File: config.mk
export PLATFORM = sky130hd
export DESIGN_NAME = mips_cpu_mem_stall
export DESIGN_NICKNAME = d
export VERILOG_FILES = /design/src/rtl/mips_mem_stall_pkg.sv /design/src/rtl/mips_cpu_wait_timer.sv /design/src/rtl/mips_cpu_mem_stall.sv
export SDC_FILE = /design/constraint.sdc
export NUM_CORES = 1
export LEC_CHECK = 0
export ABC_AREA = 1
export BUFFER_PORTS_ARGS = -buffer_cell sky130_fd_sc_hd__buf_2
export CAP_MARGIN = 25
export CORE_MARGIN = 2
export CORE_UTILIZATION = 40
export CTS_BUF_LIST = sky130_fd_sc_hd__clkbuf_8
export CTS_CLUSTER_DIAMETER = 40
export DETAILED_ROUTE_END_ITERATION = 7
export MAX_ROUTING_LAYER = met4
export PLACE_DENSITY_LB_ADDON = 0.1
export SLEW_MARGIN = 40
export SYNTH_ARGS = -nofsm -noshare
export SYNTH_HDL_FRONTEND = slang
export SYNTH_HIERARCHICAL = 1
export SYNTH_SLANG_ARGS = --single-unit
File: constraint.sdc
create_clock -name clk -period 4.6 [get_ports clk]
set_clock_uncertainty 0.1 [all_clocks]
set_input_delay 0.69 -clock clk [delete_from_list [all_inputs] [get_ports clk]]
set_output_delay 0.69 -clock clk [all_outputs]
set_load 0.03 [all_outputs]
File: src/rtl/mips_mem_stall_pkg.sv
// Shared definitions for the CPU data-memory stall controller.
//   state_t       : controller FSM states (IDLE, WAIT, DONE)
//   TIMEOUT_RDATA : value returned to the CPU when an access is abandoned
//   CNT_W         : width of the WAIT-cycle counter
package mips_mem_stall_pkg;

  typedef enum logic [1:0] {
    IDLE = 2'd0,
    WAIT = 2'd1,
    DONE = 2'd2
  } state_t;

  localparam logic [31:0] TIMEOUT_RDATA = 32'hFFFF_FFFF;
  localparam int          CNT_W         = 8;

endpackage

File: src/rtl/mips_cpu_wait_timer.sv
// WAIT-cycle counter for the stall controller.
// Ports:
//   clk, rst_n : clock and asynchronous active-low reset
//   i_clear    : synchronous clear (dominates i_enable)
//   i_enable   : count one WAIT cycle
//   o_tc       : high during the MAX_WAIT-th enabled cycle since the clear
module mips_cpu_wait_timer
  import mips_mem_stall_pkg::*;
#(
  parameter int unsigned MAX_WAIT = 16
) (
  input  logic clk,
  input  logic rst_n,
  input  logic i_clear,
  input  logic i_enable,
  output logic o_tc
);

  // The count holds the number of WAIT cycles already elapsed, so the
  // current cycle is the MAX_WAIT-th one when the count equals MAX_WAIT-1.
  localparam logic [CNT_W-1:0] TC_VAL = CNT_W'(MAX_WAIT - 1);

  logic [CNT_W-1:0] r_count;

  always_ff @(posedge clk or negedge rst_n) begin
    if (!rst_n) begin
      r_count <= '0;
    end else if (i_clear) begin
      r_count <= '0;
    end else if (i_enable && (r_count != {CNT_W{1'b1}})) begin
      r_count <= r_count + 1'b1;
    end
  end

  assign o_tc = i_enable && (r_count == TC_VAL);

endmodule

File: src/rtl/mips_cpu_mem_stall.sv
// Stalls a MIPS CPU (via its clk_enable) while a data access is carried out
// on a slow, variable-latency data memory, with a WAIT timeout.
// Ports:
//   clk, reset               : clock, asynchronous active-low reset
//   cpu_active               : CPU running; gates new accesses
//   cpu_data_address/_write/_read/_writedata : CPU data-port request
//   cpu_data_readdata        : read data returned to the CPU
//   cpu_clk_enable           : 0 stalls the CPU
//   mem_req/mem_we/mem_addr/mem_wdata : request to memory
//   mem_ack/mem_rdata        : completion pulse and read data from memory
//   timeout_err              : sticky, set when an access is abandoned
//   dbg_state                : current FSM state
//
// Memory handshake: mem_req is held high (with mem_we/mem_addr/mem_wdata
// stable) for every WAIT cycle; the memory answers with a single-cycle
// mem_ack, mem_rdata valid in that cycle. An ack seen in any other state is
// ignored, so a late ack after a timeout or reset cannot corrupt anything.
module mips_cpu_mem_stall
  import mips_mem_stall_pkg::*;
#(
  parameter int unsigned MAX_WAIT = 16
) (
  input  logic        clk,
  input  logic        reset,
  input  logic        cpu_active,
  input  logic [31:0] cpu_data_address,
  input  logic        cpu_data_write,
  input  logic        cpu_data_read,
  input  logic [31:0] cpu_data_writedata,
  output logic [31:0] cpu_data_readdata,
  output logic        cpu_clk_enable,
  output logic        mem_req,
  output logic        mem_we,
  output logic [31:0] mem_addr,
  output logic [31:0] mem_wdata,
  input  logic        mem_ack,
  input  logic [31:0] mem_rdata,
  output logic        timeout_err,
  output state_t      dbg_state
);

  state_t      r_state;
  logic        r_we;
  logic [31:0] r_addr;
  logic [31:0] r_wdata;
  logic [31:0] r_rdata;
  logic        r_timeout;

  logic w_start;
  logic w_tc;
  logic w_clk_en;

  assign w_start = cpu_active && (cpu_data_read || cpu_data_write);

  mips_cpu_wait_timer #(
    .MAX_WAIT (MAX_WAIT)
  ) u_timer (
    .clk      (clk),
    .rst_n    (reset),
    .i_clear  ((r_state == IDLE) && w_start),
    .i_enable (r_state == WAIT),
    .o_tc     (w_tc)
  );

  always_ff @(posedge clk or negedge reset) begin
    if (!reset) begin
      r_state   <= IDLE;
      r_we      <= 1'b0;
      r_addr    <= '0;
      r_wdata   <= '0;
      r_rdata   <= '0;
      r_timeout <= 1'b0;
    end else begin
      case (r_state)
        IDLE: begin
          if (w_start) begin
            r_state <= WAIT;
            r_we    <= cpu_data_write;  // write wins over read
            r_addr  <= cpu_data_address;
            r_wdata <= cpu_data_writedata;
          end
        end
        WAIT: begin
          // An ack in the terminal-count cycle still completes normally.
          if (mem_ack) begin
            if (!r_we) r_rdata <= mem_rdata;
            r_state <= DONE;
          end else if (w_tc) begin
            r_rdata   <= TIMEOUT_RDATA;
            r_timeout <= 1'b1;
            r_state   <= DONE;
          end
        end
        DONE: begin
          // The CPU advances on this edge; its strobes are still those of
          // the finished access, so never re-trigger from DONE.
          r_state <= IDLE;
        end
        default: r_state <= IDLE;
      endcase
    end
  end

  // The stall must take effect in the request cycle itself, so the clock
  // enable is combinational; reset forces it high regardless of strobes.
  always_comb begin
    w_clk_en = 1'b1;
    case (r_state)
      IDLE:    w_clk_en = !w_start;
      WAIT:    w_clk_en = 1'b0;
      default: w_clk_en = 1'b1;
    endcase
    if (!reset) w_clk_en = 1'b1;
  end

  assign cpu_clk_enable    = w_clk_en;
  assign mem_req           = (r_state == WAIT);
  assign mem_we            = r_we;
  assign mem_addr          = r_addr;
  assign mem_wdata         = r_wdata;
  assign cpu_data_readdata = r_rdata;
  assign timeout_err       = r_timeout;
  assign dbg_state         = r_state;

endmodule

**After elaboration in Yosys (flattened, before gate mapping)**

Cells that the tools add are included.

- Register bits: 108
- Input bits: 102
- Word-level logic and storage cells: 39

- Add/subtract/negate cells: 1
- Equal/unequal tests: 6
- Multiplexer cells: 11
- Bitwise gates (word level): 1
- Reductions and logical operators: 13

Operators with widths:

| kind | number |
|---|---|
| 2-to-1 mux 32 bit | 3 |
| 2-to-1 mux 8 bit | 2 |
| adder 8 x 1 -> 8 bit (second input constant) | 1 |
| == test 8 x 4 -> 1 bit (second input constant) | 1 |
| inequality test 8 bit (second input constant) | 1 |
| 2-to-1 mux 2 bit | 3 |
| AND reduction 3 bit | 2 |
| logical AND 1 bit | 4 |
| inequality test 2 bit (second input constant) | 2 |
| case mux 2 bit (2 select lines) | 1 |
| AND reduction 2 bit | 2 |
| nonzero test 2 bit | 2 |
| inequality test 3 bit (second input constant) | 1 |
| == test 2 x 1 -> 1 bit (second input constant) | 1 |
| logical NOT 2 bit | 1 |
| case mux 1 bit (2 select lines) | 1 |
| logical NOT 1 bit | 1 |
| logical OR 1 bit | 1 |
| 2-to-1 mux 1 bit | 1 |
| inverter 1 bit | 1 |

**Logic depth before layout (Yosys ltp)**

- Depth in word-level cells: 5
- Gate-level depth with buffers: 11
- Gate-level depth less buffers: 9

**Cells and area by module**

The synthesis kept the hierarchy.

Modules (own cells, without submodules):

| module | times used | cells an instance | area an instance (um2) | sequential area each (um2) |
|---|---|---|---|---|
| mips_cpu_mem_stall | 1 | 487 | 4319.1 | 2502.4 |
| mips_cpu_wait_timer | 1 | 75 | 541.8 | 200.2 |

**Least setup slack after synthesis**

No wires, ideal clock.

- Path kind: register to register
- From: register r_state[0] (netlist: dbg_state[0])
- To: register r_rdata[24] (netlist: cpu_data_readdata[24])
- Data arrival time: 2085 ps
- Required time: 4382 ps
- Slack: 2296 ps
- Cell stages (with the launch flop): 12
- Cells stage by stage: dfrtp_1 -> inv_2 -> nor2_4 -> buf_2 -> nand2_1 -> nor3_1 -> inv_1 -> nand2_1 -> nand3_1 -> buf_2 -> nand2_1 -> nand2_1

- Cells in the longest elaborated chain, start to end: 4

Ends and longest elaborated chain:

| what | RTL line | text |
|---|---|---|
| from (decl) | mips_cpu_mem_stall.sv:42 | `state_t r_state;` |
| from (signal assigned) | mips_cpu_mem_stall.sv:67 | `r_state <= IDLE;` |
| from (signal assigned) | mips_cpu_mem_stall.sv:77 | `r_state <= WAIT;` |
| from (signal assigned) | mips_cpu_mem_stall.sv:87 | `r_state <= DONE;` |
| == test 2 x 1 -> 1 bit | n/a |  |
| net mem_req | mips_cpu_mem_stall.sv:32 | `output logic mem_req,` |
| logical AND 1 bit | mips_cpu_wait_timer.sv:35 | `assign o_tc = i_enable && (r_count == TC_VAL);` |
| net w_tc | mips_cpu_mem_stall.sv:50 | `logic w_tc;` |
| nonzero test 2 bit (no line) | n/a |  |
| AND reduction 3 bit (no line) | n/a |  |
| to (signal assigned) | mips_cpu_mem_stall.sv:86 | `if (!r_we) r_rdata <= mem_rdata;` |
| to (decl) | mips_cpu_mem_stall.sv:46 | `logic [31:0] r_rdata;` |

The timed path passes the listed nets, and every way through them passes these cells.
A chain may end at the register's enable or synchronous reset.

**Worst setup path in the final report**

- From: register r_state[1] (netlist: dbg_state[1])
- To: output port cpu_clk_enable

- Cells in the longest elaborated chain, start to end: 3
- Elaborated cells between the ends (all ways): 4
- Those cells by class: eq/ne: 1; mux: 2; reduce/logical: 1

Ends and longest elaborated chain:

| what | RTL line | text |
|---|---|---|
| == test 2 x 1 -> 1 bit / logical NOT 2 bit (equally long branches) | mips_cpu_mem_stall.sv:108 | `case (r_state)` |
| case mux 1 bit (2 select lines) (*) | mips_cpu_mem_stall.sv:108 |  |
| 2-to-1 mux 1 bit (*) | mips_cpu_mem_stall.sv:113 | `if (!reset) w_clk_en = 1'b1;` |
| to (decl) | mips_cpu_mem_stall.sv:31 | `output logic cpu_clk_enable,` |

Every way passes the cells marked *; elsewhere a longest branch is shown, timed or not.

==> impl_metrics.json <==
{
  "syn2layout_area_growth_pct": 26.54,
  "rows": 40,
  "yosysTopAreaCellShare_pct": 55.60,
  "die_x_um": 114.2,
  "numCtsBuffers": 9,
  "p_int_w": 0.002040,
  "p_leak_nw": 3.478,
  "hold_class": "primary input to asynchronous set/reset pin",
  "synth_cells": 562,
  "synth.net_count": 665,
  "tightest_slew_ns": 0.7180,
  "ir_drop_mv": 0.2509,
  "gp_congestion": 0.7688,
  "antenna_found_initial": 0,
  "arrival_ns": 2.03,
  "io_pins": 204,
  "grt_setup_unrepaired": "false",
  "yosys.area.top_type": "dfrtp_1",
  "path_clk_slew_ns": 0.09,
  "crit_type": "flop to output pin",
  "grt-ovfl-total": 0,
  "crit_path_start_kind": "flop",
  "antenna_violating_nets_post_route": 0,
  "synth_area_sq_um": 4861,
  "timing.final.hold_violations": 0,
  "grt_pass1_vias": 4169,
  "avgViaCountPerCell": 4.973,
  "worstPathMaxFanout": 66,
  "yosysSeqAreaShare_pct": 55.60,
  "cts_sinks": 108,
  "clkPwrFrac_pct": 16.1,
  "drv_slew": 0,
  "antenna_cells": 0,
  "root_buffer": "clkbuf_8",
  "drive_gt1_share_pct": 32.80,
  "setup-tns-final_ns": 0,
  "totalWireLength_mm": 12.90,
  "rrSetupSlack_ns": 1.90,
  "post-route-period-util_pct": 61.27,
  "netSwitchingFraction_pct": 45.95,
  "hold_buffers": 0,
  "reg2reg_from": "dbg_state[1]",
  "worstSkewPairLatency_ns": 0.37,
  "dp_hpwl_mm": 8.635,
  "die_y_um": 114.2,
  "ys_types": 26,
  "dr.pass1.iters": 4,
  "p_switching_w": 0.001735,
  "grt_max_degree": 67,
  "required_ns": 3.81,
  "final_nets": 845,
  "endpoint_kind": "output pin",
  "h-tree-depth": 3,
  "power.density_nw_per_um2": 613.7,
  "pwr-share-seq_pct": 39.5,
  "grt.total_usage_pct": 20.77,
  "drt_iter0_markers": 405,
  "ys_warn_count": 6,
  "drv_cap": 0,
  "cts_setup_buffers": 0,
  "wl_per_cell_um": 14.43,
  "cts_tree": "built",
  "dieArea_sq_um": 13050,
  "slew_headroom_pct": 52.02,
  "period_needed_ns": 2.819,
  "outcome": "finished clean",
  "max_freq_mhz": 354.8,
  "ys_seq_elements": 108,
  "core-area_sq_um": 11910,
  "cts_resized": 0,
  "vias": 4446,
  "ys_top_cells_by_area": "dfrtp_1 56%, nand2_1 17%, nand4_1 8.5%",
  "power.share.combinational_pct": 44.4,
  "rr_worst_depth": 9,
  "clock_path_buffers": 2,
  "grt_first_pass_wirelength_mm": 20.98,
  "placement.io_buffers": 203,
  "r2r-end": "cpu_data_readdata[12]",
  "start_util_pct": 40.81,
  "drc": 0,
  "setup_viol": 0,
  "syn_area_per_cell_sq_um": 8.649,
  "fin_total_pwr_w": 0.003775
}
stage by stage:
step	hold slack, ns	utilization, %	setup slack (ns)	instances	instance area, sq um
global route	0.2561	51.64	1.619	894	6151
detailed placement	0.3539	49.82	1.876	878	5934
CTS	0.2153	51.61	1.737	894	6147
floorplan	0.2944	-	2.296	562	4861
global placement	0.3491	49.67	1.657	878	5917
finish	0.2212	51.64	1.781	894	6151
sequential cells by signal, summed over array words and instances, names as in the netlist:
name and cells:
timeout_err 1, mem_we 1, mem_addr 32, mem_wdata 32, u_timer/r_count 8, cpu_data_readdata 32
dbg_state 2
worst max-delay path by stage:
stage                     cells after the start  slack (ns)                     to           start
after floorplan                              11        2.30  cpu_data_readdata[24]    dbg_state[0]
after global placement                        9        1.66  cpu_data_readdata[14]    dbg_state[1]
after detailed placement                      8        1.88         cpu_clk_enable  cpu_data_write
after CTS                                     5        1.74         cpu_clk_enable    dbg_state[1]
after global routing                          9        1.62  cpu_data_readdata[22]    dbg_state[1]
final                                         5        1.78         cpu_clk_enable    dbg_state[1]
layer usage:
metal / GRT usage, % / vias to the layer above / share of wire (%)
li1: - / 2199 / -
met1: 28.80 / 2089 / 47
met2: 30.52 / 142 / 46
met3: 3.970 / 16 / 5.4
met4: 7.561 / 0 / 1.6
met5: - / - / 0
area by class of cell:
class | count | area [sq um]
Inverter | 16 | 60.06
Timing Repair Buffer | 209 | 1067
Fill cell | 1141 | 5761
Clock buffer | 12 | 165.2
Multi-Input combinational cell | 398 | 1924
Tap cell | 147 | 183.9
Sequential cell | 108 | 2703
Clock inverter | 4 | 47.55
critical path: stages (launching register included):
cell and delay (ns):
dfrtp_1 0.46, nor2_4 0.17, buf_4 0.58, nand2_1 0.12, nand3b_1 0.11, buf_2 0.21
cells by family (layout without fill, tap and decap cells):
kind of cell / after synthesis / after routing / share of synthesized area, %
AND/OR/NAND/NOR: 391 / 391 / 37.81
buffers and inverters: 56 / 241 / 5.483
AO/OA/AOI/OAI: 5 / 5 / 0.6692
adder cells (fa/ha/maj): 1 / 1 / 0.2574
flip-flops: 108 / 108 / 55.60
XOR/XNOR: 1 / 1 / 0.1802
power by group through the flow:
stage	registers (W)	clock network, W	logic (W)
after global routing	0.00153	0.000675	0.00182
after global placement	0.00150	0	0.00167
after CTS	0.00149	0.000637	0.00169
after detailed placement	0.00150	0	0.00169
after floorplan	0.00217	0	0.000475
final	0.00149	0.000608	0.00168
cells in the final DEF, fill, tap and decap left out, drive strengths merged, types with 2 or more instances in the layout:
cell type,n
nand2,224
buf,209
dfrtp,108
nand4,66
nand3,48
or2,32
nor2,18
inv,16
clkbuf,12
clkinv,3
o21bai,2
nor3,2
a21oi,2
cells in the mapped netlist, drive strengths merged:
cell / count
a21oi: 2
o21a: 1
nand3: 48
nor2: 18
dfrtp: 108
nand3b: 1
nor3: 2
nand4: 66
buf: 26
xor2: 1
clkinv: 1
nand2: 224
o21bai: 2
or2: 32
clkbuf: 14
ha: 1
inv: 15
Power figures use the tool's default switching activity.
